File: src/rtl/state3_pkg.sv
// Shared types and constants for the three-phase controller stimulus driver.
package state3_pkg;

  localparam int HOLD_W = 8;
  localparam int TO_W   = 16;

  typedef enum logic [2:0] {
    S_IDLE  = 3'd0,
    S_START = 3'd1,
    S_STOP  = 3'd2,
    S_ARM   = 3'd3,
    S_REL   = 3'd4
  } state_t;

  localparam logic [1:0] ERR_NONE  = 2'd0;
  localparam logic [1:0] ERR_K2_TO = 2'd1;
  localparam logic [1:0] ERR_K1_TO = 2'd2;
  localparam logic [1:0] ERR_SPUR  = 2'd3;

endpackage

File: src/rtl/state3_drv_timer.sv
// Loadable up-counter shared by the hold phases and the strobe-wait phases.
module state3_drv_timer #(
  parameter int W = 16
) (
  input  logic         clk,
  input  logic         rst,
  input  logic         clr,
  input  logic         en,
  input  logic [W-1:0] limit,
  output logic         hit
);

  logic [W-1:0] cnt;

  always_ff @(posedge clk or posedge rst) begin
    if (rst)      cnt <= '0;
    else if (clr) cnt <= '0;
    else if (en)  cnt <= cnt + W'(1);
  end

  assign hit = (cnt == limit - W'(1));

endmodule

File: src/rtl/state3_drv.sv
// Drives the controller's A line through START/STOP/CLEAR and checks K2/K1.
// Define STATE3_DRV_TIMEOUT_EN to bound the K2/K1 waits by TO_CYC cycles.
module state3_drv
  import state3_pkg::*;
#(
  parameter int unsigned HOLD_CYC = 2,
  parameter int unsigned TO_CYC   = 64
) (
  input  logic        clk_i,
  input  logic        rst,
  input  logic        req_i,
  input  logic        abort_i,
  input  logic        k1_i,
  input  logic        k2_i,
  output logic        a_o,
  output logic        busy_o,
  output logic        done_o,
  output logic        err_o,
  output logic [1:0]  err_code_o,
  output logic [15:0] cyc_cnt_o
);

  state_t            state, nxt;
  logic              hit, clr, en, spur;
  logic              done_n, err_n;
  logic [1:0]        code_n;
  logic [TO_W-1:0]   limit;

  assign limit = (state == S_START || state == S_STOP) ? TO_W'(HOLD_CYC) : TO_W'(TO_CYC);
  // Every phase change restarts the shared timer from zero.
  assign clr   = (nxt != state);
  assign en    = (state != S_IDLE);

  state3_drv_timer #(.W(TO_W)) u_timer (
    .clk   (clk_i),
    .rst   (rst),
    .clr   (clr),
    .en    (en),
    .limit (limit),
    .hit   (hit)
  );

  assign spur = (k1_i && state != S_REL) || (k2_i && state != S_ARM);

  always_comb begin
    nxt    = state;
    done_n = 1'b0;
    err_n  = 1'b0;
    code_n = err_code_o;
    if (state != S_IDLE && abort_i) begin
      nxt = S_IDLE;
    end else if (spur) begin
      nxt    = S_IDLE;
      err_n  = 1'b1;
      code_n = ERR_SPUR;
    end else begin
      case (state)
        S_IDLE:  if (req_i) nxt = S_START;
        S_START: if (hit)   nxt = S_STOP;
        S_STOP:  if (hit)   nxt = S_ARM;
        S_ARM: begin
          if (k2_i) nxt = S_REL;
`ifdef STATE3_DRV_TIMEOUT_EN
          else if (hit) begin
            nxt    = S_IDLE;
            err_n  = 1'b1;
            code_n = ERR_K2_TO;
          end
`endif
        end
        S_REL: begin
          if (k1_i) begin
            nxt    = S_IDLE;
            done_n = 1'b1;
          end
`ifdef STATE3_DRV_TIMEOUT_EN
          else if (hit) begin
            nxt    = S_IDLE;
            err_n  = 1'b1;
            code_n = ERR_K1_TO;
          end
`endif
        end
        default: nxt = S_IDLE;
      endcase
    end
  end

  always_ff @(posedge clk_i or posedge rst) begin
    if (rst) begin
      state      <= S_IDLE;
      a_o        <= 1'b0;
      done_o     <= 1'b0;
      err_o      <= 1'b0;
      err_code_o <= ERR_NONE;
      cyc_cnt_o  <= '0;
    end else begin
      state      <= nxt;
      a_o        <= (nxt == S_START) || (nxt == S_ARM);
      done_o     <= done_n;
      err_o      <= err_n;
      err_code_o <= code_n;
      if (done_n) cyc_cnt_o <= cyc_cnt_o + 16'd1;
    end
  end

  assign busy_o = (state != S_IDLE);

endmodule

File: config.mk
export PLATFORM = sky130hd
export DESIGN_NAME = state3_drv
export DESIGN_NICKNAME = d
export VERILOG_FILES = /design/src/rtl/state3_pkg.sv /design/src/rtl/state3_drv_timer.sv /design/src/rtl/state3_drv.sv
export SDC_FILE = /design/constraint.sdc
export NUM_CORES = 1
export LEC_CHECK = 0
export BUFFER_PORTS_ARGS = -buffer_cell sky130_fd_sc_hd__buf_2
export CAP_MARGIN = 20
export CORE_MARGIN = 1
export CORE_UTILIZATION = 45
export CTS_CLUSTER_SIZE = 24
export DETAILED_ROUTE_END_ITERATION = 12
export PLACE_DENSITY_LB_ADDON = 0.12
export SYNTH_ARGS = -nofsm -noshare
export SYNTH_HDL_FRONTEND = slang
export SYNTH_SLANG_ARGS = --single-unit
export TNS_END_PERCENT = 1
File: constraint.sdc
create_clock -name clk_i -period 2 [get_ports clk_i]
set_input_delay 0.1 -clock clk_i [delete_from_list [all_inputs] [get_ports clk_i]]
set_output_delay 0.1 -clock clk_i [all_outputs]
set_load 0.005 [all_outputs]
-- Word-level counts from Yosys, hierarchy flattened
Index checks and enable logic that the tools add are counted.
- $add $sub $neg: 3
- eq/ne operators: 10
- muxes and demuxes: 17
- bitwise gates (word level): 1
- reduce and logical (&&, ||, !) cells: 10
- operators by type and width (cell ; count):
    adder 16 x 1 -> 16 bit, second input constant ; 2
    2-to-1 mux 16 bit ; 2
    2-to-1 mux 3 bit ; 7
    equality test 16 bit ; 1
    case mux 3 bit (5 select lines) ; 1
    equality test 3 x 2 -> 1 bit, second input constant ; 3
    subtractor 7 x 1 -> 8 bit, second input constant ; 1
    2-to-1 mux 7 bit ; 1
    equality test 3 x 1 -> 1 bit, second input constant ; 2
    2-to-1 mux 1 bit ; 6
    equality test 3 bit, second input constant ; 1
    logical AND 1 bit ; 3
    logical NOT 3 bit ; 1
    logical OR 1 bit ; 3
    inequality test 3 x 2 -> 1 bit, second input constant ; 1
    inequality test 3 bit ; 1
    inequality test 3 bit, second input constant ; 1
    nonzero test 3 bit ; 1
    AND reduction 2 bit ; 1
    nonzero test 2 bit ; 1
    NOT 1 bit ; 1
- bits in registers: 39
- bits of input ports: 6
- output and inout port bits: 22
- logic and storage cells: 48

-- Logic depth before layout (Yosys ltp)
- depth after elaboration: 11
- depth in mapped cells: 8
- depth with buffers taken out: 6

-- By module
A second synthesis with hierarchy kept.
- cell total of the unflattened synthesis: 272
- area, all modules: 2487.4 µm²
- modules (own cells, without submodules) (module ; instances ; cells each ; area an instance (µm²) ; sequential area each (µm²)):
    state3_drv_timer ; 1 ; 159 ; 1313.8 ; 400.4
    state3_drv ; 1 ; 113 ; 1173.6 ; 575.6

-- Worst setup path before layout
Ideal clock, no wire load.
- path type: register -> register
- start: reg state[0]
- end: reg u_timer.cnt[0]
- library setup time: 0.070 ns
- arrival: 1.746 ns
- data required time: 1.930 ns
- path slack: 0.185 ns
- stages on the path, launching flop included: 8
- clock period less this slack: 1.815 ns
- path through: dfrtp_1 clkbuf_2 xor2_1 a211o_1 a21oi_2 mux2_4 buf_8 nor2_2
- longest elaborated chain between the ends: 11
- elaborated cells between the ends (all ways): 27
- ends and longest elaborated chain (element ; line ; RTL):
    start: declaration ; state3_drv.sv:23 ; state_t state, nxt;
    start signal: assignment ; state3_drv.sv:98 ; state <= nxt;
    equality test 3 x 1 -> 1 bit or equality test 3 x 2 -> 1 bit (tied branches) ; state3_drv.sv:29, state3_drv.sv:57 ;
    logical OR 1 bit ; state3_drv.sv:29 ; assign limit = (state == S_START || state == S_STOP) ? TO_W'(HOLD_CYC) : TO_W'(TO_CYC);
    2-to-1 mux 7 bit ; state3_drv.sv:29 ;
    subtractor 7 x 1 -> 8 bit ; state3_drv_timer.sv:21 ; assign hit = (cnt == limit - W'(1));
    equality test 16 bit ; state3_drv_timer.sv:21 ;
    2-to-1 mux 3 bit, on equally long branches ; state3_drv.sv:60, state3_drv.sv:59 ;
    case mux 3 bit (5 select lines) ; state3_drv.sv:57 ; case (state)
    2-to-1 mux 3 bit ; state3_drv.sv:52 ; end else if (spur) begin
    2-to-1 mux 3 bit ; state3_drv.sv:50 ; if (state != S_IDLE && abort_i) begin
    inequality test 3 bit ; state3_drv.sv:31 ; assign clr = (nxt != state);
    2-to-1 mux 16 bit or nonzero test 2 bit (tied branches) ; n/a ;
    end signal: assignment ; state3_drv_timer.sv:18 ; else if (en) cnt <= cnt + W'(1);
    end: declaration ; state3_drv_timer.sv:13 ; logic [W-1:0] cnt;
Parallel ways exist; a longest one is shown, timed or not.
A chain may end at the register's enable or synchronous reset.

-- Worst setup path in the final report
- start: reg state[2]
- end: reg u_timer.cnt[14]
Same word-level chain as after synthesis.

==> flow_summary.yaml <==
outcome:
  status: "finished, final reports clean"
clocking:
  numCtsBuffers: 5
  clock_sinks: 39
  htreeDepth: 2
  cts_tree: "built"
  clk_root_buffer_cell: "clkbuf_8"
  clk_latency_ps: 290
  clkTransAtPathRegs_ps: 70
  clockBufferDepth: 2
  cts_setup_buffers: 0
logic_synthesis:
  synth_nets: 232
  ys_ff_latch: 39
  ys_types: 49
  yosysSeqAreaShare: 0.447
  syn_inst: 224
  syn_area_um2: 2180
  avgSynthCellArea_um2: 9.75
  yosysWarnings: 0
sta:
  max_freq_ghz: 0.544
  layout_min_cycle_time_ps: 1840
  min_period_over_period: 0.919
  clock_skew_ps: 6.58
  rsz0062_at_grt: "false"
  hold_viol: 0
  tightest_slew_ps: 426
  slew_violations: 0
  relSlewSlack: 0.712
  finalSetupTns_ps: 0
  finalSetupViolations: 0
floorplanning:
  core_area_um2: 4500
  io_pins: 28
  chipHeight_um: 71.7
  initial_utilization: 0.485
  dieArea_um2: 5130
  rows: 24
  fp.dieW_um: 71.7
final_layout:
  final_nets: 271
  layout_commonest_cell: "dfrtp_1"
  final_cell_mix: "dfrtp_1, buf_2, nand2_1"
  diodes: 0
  area_growth_pct: 15.6
  final_core_util: 0.560
  drive_gt1_frac: 0.265
pwr:
  power.density_nw_per_um2: 591
  leakage_nw: 1.18
  max-vdd-ir-drop_v: 0.000308
  finalPower_mw: 1.49
global_route:
  antenna_found_initial: 0
  grt_usage: 0.189
  overflow: 0
  grt_max_degree: 19
  grt_pass1_wl_um: 7610
  grt_pass1_vias: 1673
worst_setup_path:
  worst_ep_arrival_time_ps: 2050
  crit_required_ps: 2210
  crit_fanout: 16
  critPathCaptureType: "flop"
  start_kind: "flop"
  crit_type: "reg -> reg"
drt:
  wl_per_cell_um: 13.9
  routed-via-count: 1715
  via_per_inst: 5.43
  first_pass_iters: 4
  ant_nets: 0
  drc: 0
  drt_first_iter_violations: 82
  wirelength_um: 4400
worst_hold_path:
  hold_class: "in -> reg"
placement:
  gp_congestion: 0.848
  dp_hpwl_um: 3170
  port_buffers: 27
flow_run:
  cap_violations: 0
logic make-up after synthesis:
kind of cell	count (synthesis)	synth area share
compound gates	20	0.0693
fa+ha+maj	2	0.0115
flops	39	0.447
xor+xnor	31	0.124
simple gates	109	0.280
buf+inv	19	0.0464
mux	4	0.0212
final cells by class:
type | instances | area [um2]
Clock buffer | 6 | 72.6
Clock inverter | 2 | 12.5
Fill cell | 402 | 1980
Inverter | 7 | 26.3
Multi-Input combinational cell | 166 | 1110
Sequential cell | 39 | 976
Tap cell | 52 | 65.1
Timing Repair Buffer | 44 | 265
critical path, cell delays in order (launching register included):
cell and delay (ps):
dfrtp_1 410, or4_4 530, o32ai_2 130, nor3_1 80
mux2_4 400, nor3b_1 210
state kept, by name, indices dropped and copies added, names as in the netlist:
name and flops:
u_timer.cnt 16, err_code_o 1, cyc_cnt_o 16, a_o 1
done_o 1, err_o 1, state 3
Yosys cell counts (all sizes together):
library cell	instances	share of area
o311a	2	0.0092
a31oi	3	0.0086
nor4	5	0.014
clkbuf	4	0.0074
and2	1	0.0029
or3	3	0.0086
and3	2	0.0057
nor4b	3	0.015
nand3	8	0.021
nand2	24	0.041
or4	1	0.0052
and4	3	0.012
o22ai	2	0.0057
or2	1	0.0029
o32ai	1	0.0075
nor2b	1	0.0029
nor3b	5	0.022
nor3	11	0.025
and3b	1	0.0040
a211o	1	0.0040
nor2	27	0.060
o311ai	2	0.0080
or2b	1	0.0034
a21oi	3	0.0086
xnor2	18	0.072
ha	2	0.011
xor2	13	0.052
buf	8	0.027
nand4	12	0.034
dfrtp	39	0.45
mux2	2	0.012
inv	7	0.012
a21o	1	0.0034
o211ai	1	0.0034
mux2i	2	0.0092
o221ai	1	0.0040
o21ai	3	0.0069
final timing paths:
| path | from | endpoint | slack, ps | cells after the start |
|---|---|---|---|---|
| setup / recovery | state[2] | u_timer.cnt[14] | 160 | 5 |
| hold / removal | k1_i | state[2] | 70 | 2 |
| setup reg to reg | state[2] | u_timer.cnt[14] | 160 | 5 |
| hold reg to reg | cyc_cnt_o[15] | cyc_cnt_o[15] | 460 | 1 |
| max in group asynchronous | rst | state[1] | 1090 | 4 |
| min in group asynchronous | rst | cyc_cnt_o[9] | 320 | 3 |
through the flow:
| step | cell area [um2] | worst slack (ps) | std cells | hold slack (ps) |
|---|---|---|---|---|
| detailed placement | 2430 | 161 | 307 | 106 |
| floorplan | 2180 | 185 | 224 | 173 |
| CTS | 2520 | 134 | 316 | 66.2 |
| global placement | 2430 | 198 | 307 | 97.5 |
| global route | 2520 | 3.45 | 316 | 87.5 |
| finish | 2520 | 162 | 316 | 71.4 |
timing repair:
action | CTS | global route
endpoints found under the hold margin | 9 | 0
hold buffers | 1 | 0
resized for setup | 0 | 0
power by group:
group / total, mW / switching, mW / internal, mW
clock: 0.517 / 0.274 / 0.244
combinational: 0.160 / 0.0946 / 0.0657
sequential: 0.815 / 0.0117 / 0.803
total: 1.49 / 0.380 / 1.11
routing by layer:
metal | part of all wire | vias up | GRT usage
met1 | 0.47 | 819 | 0.247
met3 | 0.029 | 7 | 0.0436
li1 | - | 859 | -
met5 | 0 | - | 0
met4 | 0.019 | 0 | 0.0697
met2 | 0.48 | 30 | 0.309
Power figures use the tool's default switching activity.
